==> config.mk <==
export PLATFORM = sky130hd
export DESIGN_NAME = sort_pipe_net
export DESIGN_NICKNAME = d
export VERILOG_FILES = /design/src/rtl/sort_pipe_pkg.sv /design/src/rtl/sort_cmp_swap.sv /design/src/rtl/sort_pipe_net.sv
export SDC_FILE = /design/constraint.sdc
export NUM_CORES = 1
export LEC_CHECK = 0
export ABC_AREA = 1
export BUFFER_PORTS_ARGS = -buffer_cell sky130_fd_sc_hd__buf_2
export CELL_PAD_IN_SITES_DETAIL_PLACEMENT = 1
export CELL_PAD_IN_SITES_GLOBAL_PLACEMENT = 2
export CORE_ASPECT_RATIO = 0.75
export CORE_UTILIZATION = 31
export CTS_CLUSTER_DIAMETER = 40
export DETAILED_ROUTE_END_ITERATION = 6
export GPL_TIMING_DRIVEN = 0
export PLACE_DENSITY_LB_ADDON = 0.1
export SYNTH_ARGS = -nofsm -noshare
export SYNTH_HDL_FRONTEND = slang
export SYNTH_SLANG_ARGS = --single-unit
==> constraint.sdc <==
create_clock -name clk -period 1.7 [get_ports clk]
set_clock_uncertainty 0.15 [all_clocks]
set_input_delay 0 -clock clk [delete_from_list [all_inputs] [get_ports clk]]
set_output_delay 0 -clock clk [all_outputs]
set_load 0.05 [all_outputs]
==> src/rtl/sort_pipe_pkg.sv <==
// Shared definitions for the sort_pipe_net bitonic sorting network:
// stage count, per-stage compare-exchange pair table and stage control record.
package sort_pipe_pkg;

  // One compare-exchange: element positions and network direction (1 = reversed)
  typedef struct packed {
    logic [3:0] lo;
    logic [3:0] hi;
    logic       dir;
  } pair_t;

  // Control half of a stage record; data and tags sit alongside in the top
  typedef struct packed {
    logic valid;
    logic desc;
  } stage_ctl_t;

  // Number of compare-exchange stages for an n-element bitonic network
  function automatic int stage_count(input int n);
    int l;
    l = $clog2(n);
    return l * (l + 1) / 2;
  endfunction

  // Pair p of stage s: walks the classic (k, j) bitonic loops to stage s
  function automatic pair_t pair_of(input int n, input int s, input int p);
    pair_t r;
    int    st;
    int    k;
    int    j;
    int    cnt;
    int    l;
    r  = '0;
    st = 0;
    k  = 2;
    while (k <= n) begin
      j = k / 2;
      while (j >= 1) begin
        if (st == s) begin
          cnt = 0;
          for (int i = 0; i < n; i++) begin
            l = i ^ j;
            if (l > i) begin
              if (cnt == p) begin
                r.lo  = 4'(i);
                r.hi  = 4'(l);
                r.dir = ((i & k) != 0);
              end
              cnt++;
            end
          end
        end
        st++;
        j = j / 2;
      end
      k = k * 2;
    end
    return r;
  endfunction

endpackage

==> src/rtl/sort_cmp_swap.sv <==
// Two-element compare-exchange. y_lo receives the element that belongs first
// under the effective order (network dir XOR transaction desc).
// Optional macro SORT_IDX_EN: tags ride with the values and break ties.
module sort_cmp_swap #(
  parameter int W      = 5,
  parameter bit SIGNED = 1'b0
`ifdef SORT_IDX_EN
  , parameter int IW   = 2
`endif
) (
  input  logic [W-1:0]  a,
  input  logic [W-1:0]  b,
`ifdef SORT_IDX_EN
  input  logic [IW-1:0] a_idx,
  input  logic [IW-1:0] b_idx,
  output logic [IW-1:0] y_lo_idx,
  output logic [IW-1:0] y_hi_idx,
`endif
  input  logic          dir,
  input  logic          desc,
  output logic [W-1:0]  y_lo,
  output logic [W-1:0]  y_hi
);

  logic v_gt;
  logic v_lt;
  logic swap;

  // Magnitude compare in the configured number representation
  always_comb begin
    if (SIGNED) begin
      v_gt = $signed(a) > $signed(b);
      v_lt = $signed(a) < $signed(b);
    end else begin
      v_gt = a > b;
      v_lt = a < b;
    end
  end

`ifdef SORT_IDX_EN
  // a sorts after b in this transaction's base order: value per mode, then lower tag first
  logic after;
  assign after = (desc ? v_lt : v_gt) || (!v_gt && !v_lt && (a_idx > b_idx));
  assign swap  = dir ? !after : after;
  assign y_lo_idx = swap ? b_idx : a_idx;
  assign y_hi_idx = swap ? a_idx : b_idx;
`else
  assign swap = (dir ^ desc) ? v_lt : v_gt;
`endif

  assign y_lo = swap ? b : a;
  assign y_hi = swap ? a : b;

endmodule

==> src/rtl/sort_pipe_net.sv <==
// Fully pipelined bitonic sorter with per-transaction asc/desc and valid/ready.
// Register 0 captures the input; registers 1..S each follow one compare stage.
// Optional macro SORT_IDX_EN: original-position tags and the out_idx port.
module sort_pipe_net
  import sort_pipe_pkg::*;
#(
  parameter int N      = 4,
  parameter int W      = 5,
  parameter bit SIGNED = 1'b0
) (
  input  logic                   clk,
  input  logic                   rst_n,
  input  logic                   in_valid,
  output logic                   in_ready,
  input  logic                   in_desc,
  input  logic [N*W-1:0]         in_data,
  output logic                   out_valid,
  input  logic                   out_ready,
  output logic                   out_desc,
  output logic [N*W-1:0]         out_data
`ifdef SORT_IDX_EN
  , output logic [N*$clog2(N)-1:0] out_idx
`endif
);

  localparam int S = stage_count(N);
  localparam int P = N / 2;

  stage_ctl_t                ctl    [S+1];
  logic [N-1:0][W-1:0]       data_q [S+1];
  logic [N-1:0][W-1:0]       data_d [1:S];
  logic                      adv;

`ifdef SORT_IDX_EN
  localparam int L = $clog2(N);
  logic [N-1:0][L-1:0]       idx_q  [S+1];
  logic [N-1:0][L-1:0]       idx_d  [1:S];
  logic [N-1:0][L-1:0]       idx_init;
  for (genvar i = 0; i < N; i++) begin : g_tag
    assign idx_init[i] = L'(i);
  end
`endif

  // The whole pipe moves only when the output slot is empty or being drained
  assign adv      = !ctl[S].valid || out_ready;
  assign in_ready = adv;

  for (genvar s = 1; s <= S; s++) begin : g_stage
    for (genvar p = 0; p < P; p++) begin : g_pair
      localparam pair_t PR  = pair_of(N, s - 1, p);
      localparam int    LO  = int'(PR.lo);
      localparam int    HI  = int'(PR.hi);
      localparam bit    DIR = PR.dir;
      sort_cmp_swap #(
        .W(W),
        .SIGNED(SIGNED)
`ifdef SORT_IDX_EN
        , .IW(L)
`endif
      ) u_cs (
        .a(data_q[s-1][LO]),
        .b(data_q[s-1][HI]),
`ifdef SORT_IDX_EN
        .a_idx(idx_q[s-1][LO]),
        .b_idx(idx_q[s-1][HI]),
        .y_lo_idx(idx_d[s][LO]),
        .y_hi_idx(idx_d[s][HI]),
`endif
        .dir(DIR),
        .desc(ctl[s-1].desc),
        .y_lo(data_d[s][LO]),
        .y_hi(data_d[s][HI])
      );
    end
  end

  // Stage registers: capture at 0, compare results at 1..S, all frozen on stall
  always_ff @(posedge clk or negedge rst_n) begin
    if (!rst_n) begin
      for (int s = 0; s <= S; s++) begin
        ctl[s]    <= '0;
        data_q[s] <= '0;
      end
    end else if (adv) begin
      ctl[0].valid <= in_valid;
      ctl[0].desc  <= in_desc;
      data_q[0]    <= in_data;
      for (int s = 1; s <= S; s++) begin
        ctl[s]    <= ctl[s-1];
        data_q[s] <= data_d[s];
      end
    end
  end

`ifdef SORT_IDX_EN
  // Tags shift in lockstep with the data so out_idx always matches out_data
  always_ff @(posedge clk or negedge rst_n) begin
    if (!rst_n) begin
      for (int s = 0; s <= S; s++) idx_q[s] <= '0;
    end else if (adv) begin
      idx_q[0] <= idx_init;
      for (int s = 1; s <= S; s++) idx_q[s] <= idx_d[s];
    end
  end

  assign out_idx = idx_q[S];
`endif

  assign out_valid = ctl[S].valid;
  assign out_desc  = ctl[S].desc;
  assign out_data  = data_q[S];

endmodule

==> impl_summary.md <==
Timing
The worst path setup slack after routing is -0.247 ns. Setup violations remaining at the end of the flow were counted as 60. On the final layout, the worst hold slack is 0.0432 ns. The total count of max-transition violations in the final report came to 0.

Timing would allow up to 513 MHz. Setup repair after global routing could not meet its margin everywhere. In this run the tightest slew margin relative to its limit is 0.577. Dividing the final minimum period by the clock period gives 1.15. The count of endpoints failing hold in the final timing report is 0. The shortest clock period the worst path allows after layout is 1.95 ns. At the pin with the least slew margin, the transition time is 0.634 ns.

Synth
The synthesized netlist cell count is 690. Synthesis inferred 88 register bits. For this run, asynchronously set or reset flops after synthesis account for 1.00. For this run, the number of Yosys warnings is 0. The mean post-synth cell area is 7.54 um^2. Counting flops with a built-in enable in the synthesized netlist gives 0. The most used flip-flop cell after synthesis is dfrtp_1. Counting every net in the synthesized netlist gives 745.

The cell area after technology mapping is 5200 um^2. The share of the Yosys chip area taken by registers is 0.423. Synthesis instantiated 21 different standard cells from the library.

Finish
The final design area excluding fillers is 8540 um^2. Of the cells placed in the final design, the portion with a size suffix greater than 1 is 0.520. The antenna diode instance count is 0. The number of fillers in the final layout is 1890. Relative to the synthesized area, the layout overhead comes to 64.3%.

The final layout net count is 909.

Global routing
The number of global-route vias before repair is 5525. The total routing usage reported by global routing is 0.234. The first global-routing pass estimated 30200 um of wire. The global route total overflow is 0. Entering global routing, the biggest net connects 52 pins.

The number of antenna violations at the first check in global routing is 0.

Placed design
The wire-length estimate of the detail-placed layout is 11500 um. The worst-case setup slack after placement is -0.338 ns. In this run the tool buffered the top-level ports with 47 buffer cells. The final weighted congestion in routability-driven placement is 0.809. Summing all placed instances gives a cell area of 5730 um^2.

Clock tree
The CTS clock-pin slew for the worst setup and hold paths is 0.06 ns. The root cell of the clock tree is clkbuf_16. CTS built an H-tree with a depth of 3. The number of CTS-inserted buffers is 9. The clock passes through at most 2 buffers. The clock drives 88 sinks. The clock tree from TritonCTS is built. For the worst-skew pair, the clock arrives at the later sink with an insertion delay of 0.35 ns.

Setup path
The startpoint identified for the worst register-to-register timing path is data_q[54]. The setup check on the worst reg-to-reg path leaves a slack of -0.25 ns. The required time of the worst setup path is 1.79 ns.

Along the worst path, the maximum fanout reaches 5. The critical path is of the reg -> reg type. The critical path capture point type is a register. The critical path starts at data_q[54]. The arrival time of data at the critical path endpoint is 2.03 ns. The launching element type of the critical path is a register.

Routing
After detailed routing, the number of remaining DRC violations is 0. After detailed routing, the total wire length is 19900 um. The pre-antenna-repair detailed-routing pass consisted of 4 iterations. Dividing the detail-routed wire length by the instance count gives 18.6 um. The routed via count divided by cell count is 4.92. The routed layout has 5263 vias. In this run, the number of DRC markers left after iteration 0 of detailed routing was 231. In this run the remaining antenna-violating nets after routing total 0.

Floorplanning
The core region area is 16200 um^2. The die boundary height is 114 um. The initial core utilization is 0.321. The die is 152 um wide. The number of primary I/O pins is 48. The floorplan step defined a die boundary enclosing 17300 um^2. The floorplan has 40 rows.

Job
The total of max-cap violations is 0.

Status
The checks that failed: negative setup slack. The run finished, with violations left.

Min path
The worst min-delay path class is in -> async.
-- cells by family (layout without fill, tap and decap cells) --
logic type / after synthesis / in the layout / share of synthesized area
and+or+nand+nor: 403 / 409 / 0.342
buffers and inverters: 134 / 297 / 0.128
DFF: 88 / 88 / 0.423
AOI/OAI and AO/OA: 35 / 35 / 0.0344
adders and majority gates: 30 / 30 / 0.0722
-- stage by stage --
step | utilization | cells | setup TNS (ns)
floorplan | - | 690 | 0
global placement | 0.351 | 947 | -41.31
detailed placement | 0.353 | 948 | -10.43
CTS | 0.492 | 1050 | -5.28
global route | 0.527 | 1069 | -12.54
finish | 0.527 | 1069 | -8.29
-- Yosys cell counts (2+ instances only) --
| cell | number | area [um^2] |
|---|---|---|
| nand4_1 | 5 | 31.3 |
| nand2_1 | 255 | 957 |
| ha_1 | 30 | 375 |
| o21ai_0 | 19 | 95.1 |
| a21oi_1 | 9 | 45.0 |
| nand2_2 | 9 | 56.3 |
| clkbuf_1 | 6 | 22.5 |
| buf_2 | 9 | 45.0 |
| inv_1 | 83 | 312 |
| nor2_2 | 5 | 31.3 |
| nand3_2 | 7 | 70.1 |
| nand3_1 | 119 | 596 |
| nor2_4 | 2 | 22.5 |
| buf_4 | 27 | 203 |
| buf_6 | 7 | 78.8 |
| o21ai_1 | 6 | 30.0 |
| dfrtp_1 | 88 | 2200 |
-- worst paths after layout --
path / endpoint / depth (start not counted)
min in group clk: data_q[25] / 6
max: data_q[20] / 11
max in group asynchronous: data_q[33] / 3
max reg2reg: data_q[20] / 11
min reg2reg: out_valid / 2
min: data_q[76] / 2
-- worst max-delay path, stage by stage, from the launching register on --
cell and delay [ns]:
dfrtp_1 0.36, inv_2 0.08, ha_4 0.30, nand2_4 0.06, nor2_4 0.16, nand2_4 0.08, nand4_1 0.11, buf_6 0.14
buf_8 0.15, nand3_4 0.07, nand3_2 0.10, nand2_1 0.07
-- metal layers --
layer	track usage	vias up	wire length, um
li1	-	2511	-
met1	0.328	2663	9360
met2	0.377	74	9400
met3	0.0506	15	883
met4	0.0363	0	207
met5	0	-	0
-- layout make-up --
cell class / count / area (um^2) / area share
clock buffer: 13 / 250 / 0.0293
tap: 210 / 263 / 0.0308
clock inverter: 3 / 65.1 / 0.00762
buffer: 50 / 424 / 0.0496
sequential: 88 / 2210 / 0.258
multi-input combinational: 474 / 3800 / 0.444
timing repair buffer: 147 / 1220 / 0.143
inverter: 84 / 318 / 0.0372
-- cell usage in the layout, fill, tap and decap left out, types with 2 or more instances in the layout --
master | netlist | layout
clkbuf_1 | 6 | 7
o21ai_0 | 19 | 19
bufinv_16 | 0 | 2
ha_4 | 0 | 22
nand2_8 | 0 | 4
inv_2 | 1 | 25
clkbuf_2 | 0 | 3
dfrtp_1 | 88 | 85
buf_12 | 0 | 4
nand2_1 | 255 | 192
buf_4 | 27 | 76
nand2_2 | 9 | 49
o21ai_1 | 6 | 6
buf_2 | 9 | 50
dlygate4sd3_1 | 0 | 23
nand3_2 | 7 | 97
dfrtp_2 | 0 | 3
a21oi_2 | 1 | 4
nor2_4 | 2 | 7
nand4_1 | 5 | 5
a21oi_4 | 0 | 5
clkbuf_16 | 0 | 10
nand3_4 | 0 | 21
buf_8 | 0 | 10
nand2_4 | 0 | 25
buf_6 | 7 | 25
ha_1 | 30 | 8
inv_1 | 83 | 58
nand3_1 | 119 | 8
-- registers in the layout, summed over array words and instances (netlist names) --
name	count
ctl	6
data_q	60
out_data	20
out_desc	1
out_valid	1
-- timing repair --
item,4_1_cts,5_1_grt
gates resized for setup,269,92
pin swaps,144,104
hold endpoints to repair,110,0
hold buffers,23,0
setup endpoints to repair,67,74
buffers inserted,46,19
cloned,17,1
Power is left out: the tool's default activity adds up to more than one toggle a clock period on the data nets, which glitch-free logic cannot reach.
